==> src/rtl/alu_sequencer.sv <==
`timescale 1ns/1ps
// Sequences requests onto one shared external ALU, composing SLT/SLTU/EQ from SUB
// flags and SLL from repeated self-ADDs. One request in flight at a time.
module alu_sequencer #(
  parameter int unsigned WIDTH   = 32,
  parameter int unsigned SHAMT_W = 5
) (
  input  logic             clk_i,
  input  logic             rst_ni,
  input  logic             req_valid_i,
  output logic             req_ready_o,
  input  logic [2:0]       req_op_i,
  input  logic [WIDTH-1:0] req_a_i,
  input  logic [WIDTH-1:0] req_b_i,
  output logic [WIDTH-1:0] alu_a_o,
  output logic [WIDTH-1:0] alu_b_o,
  output logic [3:0]       alu_control_o,
  input  logic [WIDTH-1:0] alu_out_i,
  input  logic             alu_zero_i,
  input  logic             alu_neg_i,
  input  logic             alu_carry_i,
  input  logic             alu_overflow_i,
  output logic             rsp_valid_o,
  input  logic             rsp_ready_i,
  output logic [WIDTH-1:0] rsp_data_o,
  output logic             rsp_zero_o,
  output logic             busy_o
);

  typedef enum logic [1:0] {StIdle, StExec, StShift, StResp} state_e;

  typedef enum logic [2:0] {
    OpAdd  = 3'd0,
    OpSub  = 3'd1,
    OpAnd  = 3'd2,
    OpOr   = 3'd3,
    OpSlt  = 3'd4,
    OpSltu = 3'd5,
    OpSll  = 3'd6,
    OpEq   = 3'd7
  } op_e;

  localparam logic [3:0] CtlAdd = 4'd0;
  localparam logic [3:0] CtlSub = 4'd1;

  state_e               state_q;
  op_e                  op_q;
  logic [SHAMT_W-1:0]   cnt_q;
  logic [WIDTH-1:0]     alu_a_q;
  logic [WIDTH-1:0]     alu_b_q;
  logic [3:0]           alu_control_q;
  logic                 rsp_valid_q;
  logic [WIDTH-1:0]     rsp_data_q;
  logic                 rsp_zero_q;
  logic                 busy_q;

  logic [SHAMT_W-1:0]   req_shamt;
  logic [WIDTH-1:0]     exec_result;

  assign req_shamt = req_b_i[SHAMT_W-1:0];

  // Compare results come from the SUB flags; carry is a borrow (A < B unsigned).
  always_comb begin
    exec_result = alu_out_i;
    unique case (op_q)
      OpSlt:   exec_result = {{(WIDTH-1){1'b0}}, alu_neg_i ^ alu_overflow_i};
      OpSltu:  exec_result = {{(WIDTH-1){1'b0}}, alu_carry_i};
      OpEq:    exec_result = {{(WIDTH-1){1'b0}}, alu_zero_i};
      default: exec_result = alu_out_i;
    endcase
  end

  always_ff @(posedge clk_i or negedge rst_ni) begin
    if (!rst_ni) begin
      state_q       <= StIdle;
      op_q          <= OpAdd;
      cnt_q         <= '0;
      alu_a_q       <= '0;
      alu_b_q       <= '0;
      alu_control_q <= '0;
      rsp_valid_q   <= 1'b0;
      rsp_data_q    <= '0;
      rsp_zero_q    <= 1'b0;
      busy_q        <= 1'b0;
    end else begin
      unique case (state_q)
        StIdle: begin
          if (req_valid_i) begin
            op_q   <= op_e'(req_op_i);
            busy_q <= 1'b1;
            if (op_e'(req_op_i) == OpSll) begin
              // alu_a_q doubles as the shift accumulator; shamt=0 adds zero once.
              alu_a_q       <= req_a_i;
              alu_b_q       <= (req_shamt == '0) ? '0 : req_a_i;
              alu_control_q <= CtlAdd;
              cnt_q         <= (req_shamt == '0) ? SHAMT_W'(1) : req_shamt;
              state_q       <= StShift;
            end else begin
              alu_a_q       <= req_a_i;
              alu_b_q       <= req_b_i;
              alu_control_q <= req_op_i[2] ? CtlSub : {1'b0, req_op_i};
              state_q       <= StExec;
            end
          end
        end
        StExec: begin
          rsp_data_q    <= exec_result;
          rsp_zero_q    <= (exec_result == '0);
          rsp_valid_q   <= 1'b1;
          alu_a_q       <= '0;
          alu_b_q       <= '0;
          alu_control_q <= '0;
          state_q       <= StResp;
        end
        StShift: begin
          if (cnt_q == SHAMT_W'(1)) begin
            rsp_data_q    <= alu_out_i;
            rsp_zero_q    <= (alu_out_i == '0);
            rsp_valid_q   <= 1'b1;
            alu_a_q       <= '0;
            alu_b_q       <= '0;
            alu_control_q <= '0;
            state_q       <= StResp;
          end else begin
            alu_a_q <= alu_out_i;
            alu_b_q <= alu_out_i;
            cnt_q   <= cnt_q - SHAMT_W'(1);
          end
        end
        StResp: begin
          if (rsp_ready_i) begin
            rsp_valid_q <= 1'b0;
            busy_q      <= 1'b0;
            state_q     <= StIdle;
          end
        end
        default: state_q <= StIdle;
      endcase
    end
  end

  assign req_ready_o   = (state_q == StIdle);
  assign alu_a_o       = alu_a_q;
  assign alu_b_o       = alu_b_q;
  assign alu_control_o = alu_control_q;
  assign rsp_valid_o   = rsp_valid_q;
  assign rsp_data_o    = rsp_data_q;
  assign rsp_zero_o    = rsp_zero_q;
  assign busy_o        = busy_q;

endmodule
==> config.mk <==
export PLATFORM = sky130hd
export DESIGN_NAME = alu_sequencer
export DESIGN_NICKNAME = d
export VERILOG_FILES = /design/src/rtl/alu_sequencer.sv
export SDC_FILE = /design/constraint.sdc
export NUM_CORES = 1
export LEC_CHECK = 0
export ABC_CLOCK_PERIOD_IN_PS = 3600
export CAP_MARGIN = 20
export CELL_PAD_IN_SITES_DETAIL_PLACEMENT = 0
export CELL_PAD_IN_SITES_GLOBAL_PLACEMENT = 1
export CORE_MARGIN = 1.5
export CORE_UTILIZATION = 37
export CTS_BUF_LIST = sky130_fd_sc_hd__clkbuf_4 sky130_fd_sc_hd__clkbuf_8
export DETAILED_ROUTE_END_ITERATION = 10
export HOLD_SLACK_MARGIN = 0.05
export PLACE_DENSITY_LB_ADDON = 0.1
export REMOVE_ABC_BUFFERS = 1
export SLEW_MARGIN = 25
export SYNTH_ARGS = -nofsm -noshare
export SYNTH_HDL_FRONTEND = slang
export SYNTH_SLANG_ARGS = --single-unit
==> constraint.sdc <==
create_clock -name clk_i -period 3.6 [get_ports clk_i]
set_input_delay 0.54 -clock clk_i [delete_from_list [all_inputs] [get_ports clk_i]]
set_output_delay 0.54 -clock clk_i [all_outputs]
set_load 0.005 [all_outputs]
Word-level counts from Yosys, hierarchy flattened
Cells that the tools add are included.
Word-level totals
  bits in registers: 113
  bits of input ports: 107
  logic and storage cells: 74
Cells by class
  $add $sub $neg: 1
  eq/ne operators: 13
  multiplexer cells: 32
  bitwise logic cells: 1
  reductions and logical operators: 17
Operator list (count)
  32-bit one-hot mux with 3 select lines: 3
  32-bit two-way mux: 6
  32-bit logical NOT: 2
  32-bit one-hot mux with 2 select lines: 1
  5-bit two-way mux: 4
  3-bit == test (second input constant): 4
  2-bit two-way mux: 6
  4-bit one-hot mux with 3 select lines: 1
  3-bit AND reduction: 4
  5-bit one-hot mux with 2 select lines: 1
  4-bit two-way mux: 2
  2-bit != test (second input constant): 4
  2-bit one-hot mux with 4 select lines: 1
  2-bit AND reduction: 3
  2-bit nonzero test: 3
  3-bit nonzero test: 2
  5-bit by 1-bit == test with 1-bit output (second input constant): 1
  5-bit logical NOT: 1
  5-bit by 1-bit subtractor with 5-bit output (second input constant): 1
  2-bit == test (second input constant): 2
  1-bit two-way mux: 4
  1-bit one-hot mux with 2 select lines: 2
  4-bit AND reduction: 1
  1-bit one-hot mux with 3 select lines: 1
  other kinds (4): 4

Logic depth before layout (Yosys ltp)
  word-level depth: 5
  depth in mapped cells: 9
  depth with buffers taken out: 6

Worst setup path after synthesis
No wires, ideal clock.
  path kind: reg2reg
  start: register state_q[0]
  end: register alu_b_q[10] (netlist: alu_b_o[10])
  library setup time: 146 ps
  arrival: 1651 ps
  required time: 3454 ps
  slack: 1803 ps
  cell stages (with the launch flop): 8
  path buffers: 2
  path through: dfrtp_1 > inv_1 > ha_1 > nor2b_4 > or3_1 > clkbuf_1 > clkbuf_1 > o221ai_1
Between the ends
  longest elaborated chain between the ends: 3
  elaborated cells on any way between the ends: 7
  those cells by class: 3 x eq/ne; 1 x mux; 3 x reduce/logical
Ends and longest elaborated chain
  start, declared: line 46  | state_e state_q;
  start signal, assigned: line 75  | state_q <= StIdle;
  start signal, assigned: line 97  | state_q <= StShift;
  start signal, assigned: line 102  | state_q <= StExec;
  2-bit logical NOT *
  via req_ready_o: line 11  | output logic req_ready_o,
  2-bit != test (no source line) or 3-bit nonzero test (tied branches)
  2-bit AND reduction (no source line)
  end signal, assigned: line 94  | alu_b_q <= (req_shamt == '0) ? '0 : req_a_i;
  end signal, assigned: line 100  | alu_b_q <= req_b_i;
  end signal, assigned: line 126  | alu_b_q <= alu_out_i;
  end, declared: line 50  | logic [WIDTH-1:0] alu_b_q;
The timed path passes the listed nets; every way through them passes the cells marked *.
A chain may end at the register's enable or synchronous reset.

Worst setup path in the final report
  start: register state_q[1]
  end: register alu_b_q[19] (netlist: alu_b_o[19])
Between the ends
  longest elaborated chain between the ends: 3
  elaborated cells on any way between the ends: 7
  those cells by class: 3 x eq/ne; 1 x mux; 3 x reduce/logical
Ends and longest elaborated chain
  2-bit == test, or another cell as far along: line 86  | unique case (state_q)
  3-bit nonzero test (no source line) or 2-bit != test (tied branches)
  2-bit AND reduction (no source line)
Parallel ways exist; a longest one is shown, timed or not.

==> metrics.txt <==
status finished clean; later-pin clock latency in the skew report 380 ps; ANT cells 0; drt first pass iters 4; CTS Sinks 111; CTS-repair resized insts 0; layout cells sized above 1 9.715%; WL per Instance 20.26 um; Tmin final 2466 ps; Max H-tree Level 3; Core Rows 44; pin slew with the least headroom to its limit 1092 ps; Pins Over Slew Limit 0; die area 15,940 sq um; crit path max fanout 40; Ports 211; reg-to-reg endpoint alu_b_o[19]$_DFFE_PN0P_; EDFF count, synth 0; dpl cell area 7826 sq um; Nets 881; CTS tree built; Synth cell types 54; clock-pin transition on the worst setup and hold timing paths 100 ps; total CTS buffers 9; asr flop ratio synth 100.0%; maxcap violations 0; Core Region 14,700 sq um; FF-to-FF Start state_q[1]$_DFFE_PN0P_; initial antenna violation count 0; number of buffers added on ports 208; Post-Route WL 19,370 um; Synth Flop Type dfrtp_1; Antenna Nets Post-Route 0; worst hold path type input pin to asynchronous set/reset pin; Mapped Avg Cell Area 9.690 sq um; Die Wd 126.3 um; worst vdd ir 0.4726 mV; Post-Layout Inst Area 8023 sq um; R2R setup slack 1130 ps; FF-to-FF path depth 7; Setup CP Type register to register; setup TNS 0 ps; synthesis-to-finish area growth 42.74%; required time of the critical path 3890 ps; routability cong. 0.8654; # setup viols final 0; Hold Buf Count CTS 0; Leak Pwr 3.283 nW; cell count after synthesis 580; drt initial violations 272; WP data arrival 2760 ps; flops & latches, synth 111; Vias/cell 5.576; HPWL Detailed 13,360 um; Die Height 126.3 um; relative slew slack 27.05%; global route overflow 0; starting density of the core 38.24%; fmax 0.4056 GHz; detailed-route via count 5,331; unrepaired setup endpoints after global routing no; total track usage 24.65%; CTS Buffer Depth 2; hold_ws 132.3 ps; Setup Skew 9.628 ps; CP endpoint kind register; Remaining DRCs 0; first-pass GRT wire length 30,410 um; final-report hold violation count 0; number of global-route vias before repair 5,298; Final Util 54.58%; register area share after synthesis 49.42%; Tot Pwr 7.289 mW; Post-CTS Setup Repair Bufs 0; pwr/cell area 908.5 nW/um^2; synthesized area 5620 sq um; Final period util 68.49%; root buf cell clkbuf_8; crit start category register; pin count of the biggest net entering global routing 51; Yosys warning count 0
==> metrics by stage <==
step / worst slack, ps / cells
final: 1134 / 956
after floorplan: 86.45 / 535
after CTS: 1112 / 956
after global routing: 911.8 / 956
after global placement: 1015 / 941
after detailed placement: 960.8 / 941
==> cell type report <==
class	count	area [sq um]
Tap cell	184	230.2
Clock inverter	4	45.04
Multi-Input combinational cell	412	2576
Fill cell	1333	6676
Timing Repair Buffer	222	2197
Clock buffer	11	151.4
Sequential cell	111	2778
Inverter	12	45.04
==> cell usage after synthesis, types with 4 or more instances <==
library cell	instances	area, sq um
ha_1	6	75.07
o31ai_1	4	30.03
o21ai_1	30	150.1
nor2_1	72	270.3
o21ai_0	16	80.08
inv_1	11	41.29
a21oi_1	9	45.04
nor4_1	10	62.56
buf_2	20	100.1
nand2_1	126	473.0
dfrtp_1	111	2778
a22oi_1	32	240.2
buf_6	6	67.56
clkbuf_1	17	63.81
o221ai_1	28	245.2
a221oi_2	28	420.4
==> registers in the layout, summed over array words and instances (netlist names) <==
register and count:
rsp_valid_o 1, alu_a_o 32, op_q 3, alu_b_o 32, alu_control_o 2, rsp_zero_o 1, state_q 2, busy_o 1
cnt_q 5, rsp_data_o 32
==> report_power, final <==
part	switching [mW]	internal, mW	leakage [nW]
Combinational	2.28	2.00	1.80
Sequential	0.359	1.86	1.38
Clock	0.434	0.354	0.105
Total	3.08	4.21	3.28
==> worst max-delay path by stage <==
stage / startpoint / endpoint / slack, ps / cells after the start
after detailed placement: req_b_i[1] / alu_b_o[22]$_DFFE_PN0P_ / 960 / 5
after global placement: req_valid_i / alu_b_o[20]$_DFFE_PN0P_ / 1010 / 5
after global routing: state_q[1]$_DFFE_PN0P_ / alu_b_o[27]$_DFFE_PN0P_ / 910 / 7
after floorplan: state_q[0]$_DFFE_PN0P_ / alu_b_o[10]$_DFFE_PN0P_ / 90 / 5
after CTS: state_q[1]$_DFFE_PN0P_ / alu_b_o[10]$_DFFE_PN0P_ / 1110 / 6
final: state_q[1]$_DFFE_PN0P_ / alu_b_o[19]$_DFFE_PN0P_ / 1130 / 7
==> cell usage in the layout (no fill, tap or decap), types with 2 or more instances in the layout <==
master	netlist	routed
nand4_1	2	2
or3_1	2	2
or4b_1	2	2
a31oi_1	2	2
dfrtp_1	111	111
nor2_1	72	71
o221ai_2	2	2
a221oi_1	3	3
nand3_1	2	2
a21oi_1	9	8
conb_1	1	2
mux2i_1	3	3
clkdlybuf4s50_1	0	207
o221ai_1	28	28
o31ai_1	4	4
clkbuf_8	0	11
a221oi_2	28	28
nand2_1	126	126
inv_1	11	11
o21ai_1	30	30
buf_4	3	14
nand3b_1	2	2
nor2_4	1	2
clkinv_2	0	3
mux2_2	2	2
ha_1	6	6
o21ai_0	16	16
o22ai_1	3	3
a22oi_1	32	32
nor4_1	10	10
==> cell families after synthesis <==
family,Yosys count,share of synthesized area (%)
DFF,111,49.42
buffers and inverters,58,5.320
and+or+nand+nor,232,17.99
AOI/OAI and AO/OA,165,24.51
muxes,6,1.202
xor gates and xnor gates,1,0.1559
adders and majority gates,6,1.336
other,1,0.06672
==> metal layers <==
metal | share of wire, % | global-route usage, % | wire length [um] | vias to the layer above
met5 | 0 | 0 | 0 | -
met4 | 2.3 | 9.736 | 446 | 0
met3 | 7.1 | 5.947 | 1376 | 30
met2 | 46 | 37.85 | 8863 | 219
met1 | 45 | 33.69 | 8686 | 2616
li1 | - | - | - | 2466
==> critical path, stage by stage (launching register included) <==
cell and delay [ps]:
dfrtp_1 390, inv_1 90, ha_1 500, inv_2 320
nor3_4 240, buf_4 470, nand2_1 110, o221ai_1 190
Power figures use the tool's default switching activity.
